File: config.mk
export PLATFORM = sky130hd
export DESIGN_NAME = cpu_stat_display
export DESIGN_NICKNAME = d
export VERILOG_FILES = /design/src/rtl/cpu_stat_display.sv
export SDC_FILE = /design/constraint.sdc
export NUM_CORES = 1
export LEC_CHECK = 0
export CAP_MARGIN = 10
export CORE_ASPECT_RATIO = 1.25
export CORE_MARGIN = 2
export CORE_UTILIZATION = 34
export DETAILED_ROUTE_END_ITERATION = 8
export PLACE_DENSITY_LB_ADDON = 0.2
export SKIP_LAST_GASP = 1
export SLEW_MARGIN = 15
export SYNTH_ARGS = -nofsm -noshare
export SYNTH_HDL_FRONTEND = slang
export SYNTH_SLANG_ARGS = --single-unit
export TNS_END_PERCENT = 50
File: constraint.sdc
create_clock -name clk -period 3.5 [get_ports clk]
set_clock_uncertainty 0.05 [all_clocks]
set_input_delay 0.525 -clock clk [delete_from_list [all_inputs] [get_ports clk]]
set_output_delay 0.525 -clock clk [all_outputs]
set_load 0.005 [all_outputs]
File: src/rtl/cpu_stat_display.sv
// Board-level statistics viewer: shows one of five CPU words as 8 hex digits on a
// multiplexed active-low 7-segment display, with a debounced button to pick the source.
module cpu_stat_display #(
    parameter int SCAN_DIV   = 17,
    parameter int DEB_CYCLES = 1000000
) (
    input  logic        clk,
    input  logic        rst,
    input  logic [31:0] led_data_in,
    input  logic        led_cpu_enable,
    input  logic [31:0] total_cycles,
    input  logic [31:0] condi_branch_num,
    input  logic [31:0] uncondi_branch_num,
    input  logic [31:0] bubble_num,
    input  logic        mode_btn,
    output logic [2:0]  mode,
    output logic [7:0]  an,
    output logic [7:0]  seg
);

    localparam int DEB_W = (DEB_CYCLES > 2) ? $clog2(DEB_CYCLES) : 1;
    localparam logic [DEB_W-1:0] DEB_LAST = DEB_W'(DEB_CYCLES - 1);

    logic [1:0]          sync_q;
    logic                stable;
    logic [DEB_W-1:0]    deb_cnt;
    logic [SCAN_DIV-1:0] div;
    logic [2:0]          idx;
    logic [31:0]         snapshot;
    logic                fresh;
    logic                mode_chg_q;

    logic        btn_sync;
    logic        deb_flip;
    logic        mode_adv;
    logic        tick;
    logic        frame_start;
    logic [31:0] src;
    logic [3:0]  nibble;
    logic [6:0]  seg7;

    assign btn_sync    = sync_q[1];
    assign deb_flip    = (btn_sync != stable) && (deb_cnt == DEB_LAST);
    // Only the press edge of the debounced button advances the source.
    assign mode_adv    = deb_flip && !stable;
    assign tick        = &div;
    assign frame_start = tick && (idx == 3'd7);

    always_comb begin
        case (mode)
            3'd1:    src = total_cycles;
            3'd2:    src = condi_branch_num;
            3'd3:    src = uncondi_branch_num;
            3'd4:    src = bubble_num;
            default: src = led_data_in;
        endcase
    end

    always_ff @(posedge clk or posedge rst) begin
        if (rst) begin
            sync_q     <= 2'b00;
            stable     <= 1'b0;
            deb_cnt    <= '0;
            mode       <= 3'd0;
            div        <= '0;
            idx        <= 3'd0;
            snapshot   <= 32'd0;
            fresh      <= 1'b0;
            mode_chg_q <= 1'b0;
        end else begin
            // NOTE: non-blocking assignments so every register samples pre-edge values.
            sync_q <= {sync_q[0], mode_btn};

            if (btn_sync == stable) begin
                deb_cnt <= '0;
            end else if (deb_cnt == DEB_LAST) begin
                stable  <= ~stable;
                deb_cnt <= '0;
            end else begin
                deb_cnt <= deb_cnt + DEB_W'(1);
            end

            if (mode_adv) begin
                mode <= (mode == 3'd4) ? 3'd0 : mode + 3'd1;
            end
            mode_chg_q <= mode_adv;

            div <= div + SCAN_DIV'(1);
            if (tick) begin
                idx <= idx + 3'd1;
            end

            // Reload only at frame start or right after a source switch: no tearing mid-frame.
            if (frame_start || mode_chg_q) begin
                snapshot <= src;
            end

            if (led_cpu_enable) begin
                fresh <= 1'b1;
            end else if (mode_adv) begin
                fresh <= 1'b0;
            end
        end
    end

    always_comb begin
        // NOTE: default first so no path through the case leaves seg7 unassigned (no latch).
        seg7   = 7'h7F;
        nibble = snapshot[{idx, 2'b00} +: 4];
        case (nibble)
            4'h0: seg7 = 7'h40;
            4'h1: seg7 = 7'h79;
            4'h2: seg7 = 7'h24;
            4'h3: seg7 = 7'h30;
            4'h4: seg7 = 7'h19;
            4'h5: seg7 = 7'h12;
            4'h6: seg7 = 7'h02;
            4'h7: seg7 = 7'h78;
            4'h8: seg7 = 7'h00;
            4'h9: seg7 = 7'h10;
            4'hA: seg7 = 7'h08;
            4'hB: seg7 = 7'h03;
            4'hC: seg7 = 7'h46;
            4'hD: seg7 = 7'h21;
            4'hE: seg7 = 7'h06;
            4'hF: seg7 = 7'h0E;
            default: seg7 = 7'h7F;
        endcase
    end

    assign an  = ~(8'b1 << idx);
    assign seg = {~((idx == 3'd7) && (mode == 3'd0) && fresh), seg7};

endmodule

==> impl_metrics.yaml, run 1 <==
placed_design:
  port_buffers: 182
  place_area_sq_um: 6993
  dp_cells: 858
  place_congestion: 0.8359
  dp_hpwl_um: 12340
die:
  die_y_um: 139.1
  core_sq_um: 14350
  fp-row-count: 49
  die_area_sq_um: 15590
  start_util: 0.3462
  boundaryPins: 183
  die_w_um: 112.1
route:
  met3_length_um: 716
  routedWlPerCell_um: 18.35
  vias: 4697
  post-route-drc-count: 0
  wirelength_um: 16110
  ant_nets: 0
  topRoutingLayerUsed: "met4"
  first_iter_violations: 233
  first_pass_iters: 5
  met1_length_um: 6451
  met2WireLength_um: 8500
  avgViaCountPerCell: 5.350
synthesis:
  syn_area_per_cell_sq_um: 9.513
  ys_seq_area_frac: 0.4031
  syn_nets: 705
  ys.flop_type: "dfrtp_1"
  ys_async_sr_fraction: 1.000
  synth-seq-cells: 80
  syn_inst: 522
  synth_edf_count: 0
  ys_types: 44
  syn-cell-area_sq_um: 4966
  yosysWarnings: 0
sta:
  worstMarginPinSlew_ns: 0.7942
  post-route-period-util: 0.9601
  relSlewSlack: 0.4699
  fmax_ghz: 0.2976
  fin_hold_ws_ns: 0.3007
  setup_viol: 0
  slew_violations: 0
  hold_viol: 0
  min_period_ns: 3.360
global_routing:
  grt_pass1_vias: 4868
  grt_util_all_layers: 0.2074
  grt_max_degree: 45
  grt_pass1_wl_um: 25400
  antenna_found_initial: 0
  gr-total-overflow: 0
cts:
  cts_tree: "yes"
  clock_sinks: 80
  cts_root_buf: "clkbuf_16"
  clk_latency_ns: 0.34
  postCtsHoldBufs: 0
  cts_max_path_buffers: 2
  cts_max_level: 3
  clkSlewWorstSetupHoldPaths_ns: 0.06
  cts_made_buffers: 9
min_path:
  hold_path_class: "reg -> reg"
finish:
  fin_cells: 878
  fin_util: 0.5119
  fillers: 1367
  final_nets: 878
  diodes: 0
  final_common_cell: "clkdlybuf4s50_1"
  layout_common_cells: "clkdlybuf4s50_1, dfrtp_1, a22oi_1, nor2_1, nand2_1"
  final_area_sq_um: 7345
  syn2layout_area_growth_pct: 47.90
  drive_gt1_frac: 0.08571
pwr:
  vdd_ir_drop_max_mv: 0.2767
  power.switching_uw: 426.0
  swShare: 0.1983
  clkPwrFrac: 0.461
  leakage_nw: 3.040
  power_per_cell_area_nw_per_um2: 292.6
  p_comb_frac: 0.105
  total_power_mw: 2.149
  p_seq_frac: 0.434
  power.internal_mw: 1.723
critical_path:
  worstPathRequired_ns: 2.92
  critPathMaxFanout: 13
  critPathKind: "reg -> out"
  worstSetupEndpointType: "output pin"
  cp-start-kind: "flop"
  critPathArrivalTime_ns: 2.79
outcome:
  status: "finished, final reports clean"
run:
  maxCapViolCount: 0
[cells in the mapped netlist (all sizes together) (2+ instances only)]
cell    count  area [sq um]
o21ai       8         40.04
clkbuf     30         122.6
and2        6         37.54
xnor2       9         78.83
o31ai      36         270.3
a21oi       8         40.04
nor2       53         198.9
a22oi      64         480.5
mux2i      10         125.1
nand4      10         62.56
mux4        8         195.2
buf         6         38.79
nor4        2         18.77
and3       37         231.5
xor2       19         166.4
or4         4         30.03
ha         19         237.7
o21bai      2         15.01
nand3      18         90.09
nor3        3         20.02
inv        17         63.81
dfrtp      80          2002
mux2        7         82.57
nand2      48         180.2
nor2b       2         12.51
and4        3         26.28
or3         6         37.54
[worst paths after layout]
check | from | to | slack (ns) | depth (start not counted)
max | idx[0] | seg[5] | 0.14 | 7
min | sync_q[0] | sync_q[1] | 0.30 | 0
max reg2reg | div[0] | snapshot[25] | 0.76 | 10
min reg2reg | sync_q[0] | sync_q[1] | 0.30 | 0
max in group asynchronous | rst | idx[0] | 2.15 | 3
min in group asynchronous | rst | deb_cnt[19] | 0.59 | 2
[flip-flops by register name, indices dropped and copies added, names as in the netlist]
register    count
mode_chg_q      1
snapshot       32
div            17
idx             3
stable          1
fresh           1
deb_cnt        20
sync_q          2
mode            3
[logic make-up after synthesis]
| group | after synthesis | synth area share |
|---|---|---|
| AND/OR/NAND/NOR | 196 | 0.1973 |
| flip-flops | 80 | 0.4031 |
| multiplexers | 25 | 0.08113 |
| XOR/XNOR | 28 | 0.04938 |
| AO/OA/AOI/OAI | 121 | 0.1759 |
| buffers and inverters | 53 | 0.04535 |
| adder cells (fa/ha/maj) | 19 | 0.04787 |
[worst max-delay path, stage by stage, from the launching register on]
cell and delay, ns:
dfrtp_2 0.46, buf_4 0.20, mux4_2 0.53, mux2i_4 0.18, buf_4 0.24, mux2i_1 0.20, a22o_2 0.16, clkdlybuf4s50_1 0.49
[power groups by stage]
stage	sequential (mW)	combinational (mW)	clock, mW
6_report	0.932	0.227	0.990
3_3_place_gp	0.949	0.226	0
4_1_cts	0.932	0.229	1.01
2_1_floorplan	0.948	0.0319	0
5_1_grt	0.932	0.245	1.06
3_5_place_dp	0.949	0.228	0
[area by class of cell]
class | instances | area (sq um) | area share
clock inverter | 5 | 81.33 | 0.01107
inverter | 17 | 65.06 | 0.008859
sequential | 80 | 2003 | 0.2727
multi-input combinational | 389 | 2770 | 0.3772
clock buffer | 11 | 232.7 | 0.03169
tap | 178 | 222.7 | 0.03032
timing repair buffer | 198 | 1969 | 0.2681
[layer usage]
metal | vias to the layer above | global-route usage
li1 | 2260 | -
met1 | 2281 | 0.2432
met2 | 133 | 0.3763
met3 | 23 | 0.03890
met4 | 0 | 0.07253
met5 | - | 0
[through the flow]
step,setup TNS [ns],setup WS [ns]
after floorplan,0,0.7566
after global placement,0,0.2511
after detailed placement,0,0.1482
after CTS,0,0.01934
after global routing,-0.001770,-0.001770
final,0,0.1396
[timing repair]
item | in CTS | in global routing
buffers inserted | 0 | 4
endpoints found under the setup margin | 7 | 6
resized for setup | 3 | 8
No activity file was read; power rests on OpenSTA's default activity.
==> run 2: changes to the inputs <==
--- a/config.mk
+++ b/config.mk
@@ -7,7 +7,7 @@
 export LEC_CHECK = 0
 export CAP_MARGIN = 10
 export CORE_ASPECT_RATIO = 1.25
-export CORE_MARGIN = 2
+export CORE_MARGIN = 1.5
 export CORE_UTILIZATION = 34
 export DETAILED_ROUTE_END_ITERATION = 8
 export PLACE_DENSITY_LB_ADDON = 0.2
==> run 2 against run 1 <==
Against the previous run:
- first-iteration DRC count grew 0.43%
- critical path depth is the same
- sequential power is essentially flat
==> impl_metrics.yaml, run 2 (synthesis results as in run 1) <==
sta:
  fmax_ghz: 0.2975
  min_period_ns: 3.362
  post-route-period-util: 0.9605
  relSlewSlack: 0.5699
  rsz0062_at_grt: "yes"
  fin_ws_ns: 0.1384
  worstMarginPinSlew_ns: 0.6392
  finalSetupTns_ns: 0
  setup_viol: 0
  slew_violations: 0
  hold_viol: 0
route:
  ant_nets: 0
  routedWlPerCell_um: 18.11
  vias: 4694
  wirelength_um: 15880
  first_iter_violations: 234
  avgViaCountPerCell: 5.352
  first_pass_iters: 4
  post-route-drc-count: 0
finish:
  largest_register_ffs: 32
  layout_common_cells: "clkdlybuf4s50_1, dfrtp_1, a22oi_1, nor2_1, nand2_1"
  drive_gt1_frac: 0.08011
  multiInputGateArea_sq_um: 2764
  fillers: 1370
  fin_cells: 877
  syn2layout_area_growth_pct: 46.96
  top_regs: "snapshot (32), deb_cnt (20), div (17)"
  regArea_sq_um: 2003
  diodes: 0
  final_nets: 879
  final_area_sq_um: 7298
  final_common_cell: "clkdlybuf4s50_1"
  regMostFlops: "snapshot"
die:
  core_sq_um: 14350
  fp-row-count: 49
  die_w_um: 111.1
  boundaryPins: 183
  die_area_sq_um: 15340
  start_util: 0.3462
  die_y_um: 138.1
placed_design:
  dp_cells: 859
  port_buffers: 182
  place_area_sq_um: 6988
  place_congestion: 0.8137
  dp_hpwl_um: 12160
  pre_cts_ws_ns: 0.1278
global_routing:
  gr-total-overflow: 0
  antenna_found_initial: 0
  grt_max_degree: 59
  grt_pass1_wl_um: 25390
  grt_pass1_vias: 4867
  grt_util_all_layers: 0.2074
critical_path:
  cp-start-kind: "flop"
  critPathArrivalTime_ns: 2.79
  critPathKind: "reg -> out"
  worstSetupEndpointType: "output pin"
  worstPathRequired_ns: 2.92
  path_buf_inv: 2
  crit_path_max_incr_delay_ns: 0.58
  critPathMaxFanout: 7
  cp_cell_sequence: "mux4_2 > mux2i_4 > inv_1 > ha_1 > and3_1 > a211o_1 > clkdlybuf4s50_1"
  cp_slowest_cell: "mux4_2"
  crit_family: "multiplexers"
cts:
  cts_root_buf: "clkbuf_16"
  cts_max_path_buffers: 2
  cts_made_buffers: 9
  cts_max_level: 3
  cts_tree: "yes"
  clk_latency_ns: 0.33
  clock_sinks: 80
  clkSlewWorstSetupHoldPaths_ns: 0.05
min_path:
  hold_path_class: "reg -> reg"
pwr:
  power_per_cell_area_nw_per_um2: 271.7
  vdd_ir_drop_max_mv: 0.1859
  total_power_mw: 1.983
  leakage_nw: 3.029
run:
  maxCapViolCount: 0
outcome:
  status: "finished, final reports clean"
## run 2: timing repair
action / 4_1_cts / 5_1_grt
gates resized for setup: 3 / 7
buffers inserted: 0 / 3
cloned: 0 / 0
hold buffers: 0 / 0
setup endpoints to repair: 7 / 5
hold endpoints to repair: 0 / 0
## run 2: area by class of cell
class                      count  area share
tap                          178     0.03052
clock buffer                  13     0.03429
clock inverter                 1   0.0006858
inverter                      17    0.008915
multi-input combinational    389      0.3787
sequential                    80      0.2745
timing repair buffer         199      0.2724
## run 2: through the flow
step,hold WS [ns],util
global placement,0.2854,0.4871
CTS,0.3072,0.5058
global route,0.3095,0.5087
detailed placement,0.2912,0.4871
finish,0.3002,0.5087
floorplan,0.2812,-
## run 2: worst paths after layout
kind / startpoint / endpoint / slack, ns / depth (start not counted)
setup / recovery: idx[0] / seg[0] / 0.14 / 7
hold / removal: sync_q[0] / sync_q[1] / 0.30 / 0
setup reg to reg: div[0] / snapshot[21] / 0.77 / 9
hold reg to reg: sync_q[0] / sync_q[1] / 0.30 / 0
max in group asynchronous: rst / deb_cnt[18] / 2.17 / 3
min in group asynchronous: rst / div[0] / 0.50 / 2
## run 2: power by group
group	internal, mW	switching, mW
Sequential	0.929	0.00351
Combinational	0.168	0.0583
Clock	0.491	0.333
Total	1.59	0.394
## run 2: worst register-to-register path, cell delays in order, from the launching register on
cell and delay, ns:
dfrtp_1 0.41, ha_1 0.25, nand4_1 0.13, nor3_1 0.27, and2_1 0.20, and3_1 0.16, ha_1 0.36, a21oi_4 0.25
buf_12 0.24, o31ai_1 0.32
## run 2: metal layers
layer,vias to the layer above,track usage,share of wire
li1,2266,-,-
met1,2286,0.2522,0.42
met2,123,0.3788,0.53
met3,19,0.02981,0.037
met4,0,0.06329,0.019
met5,-,0,0
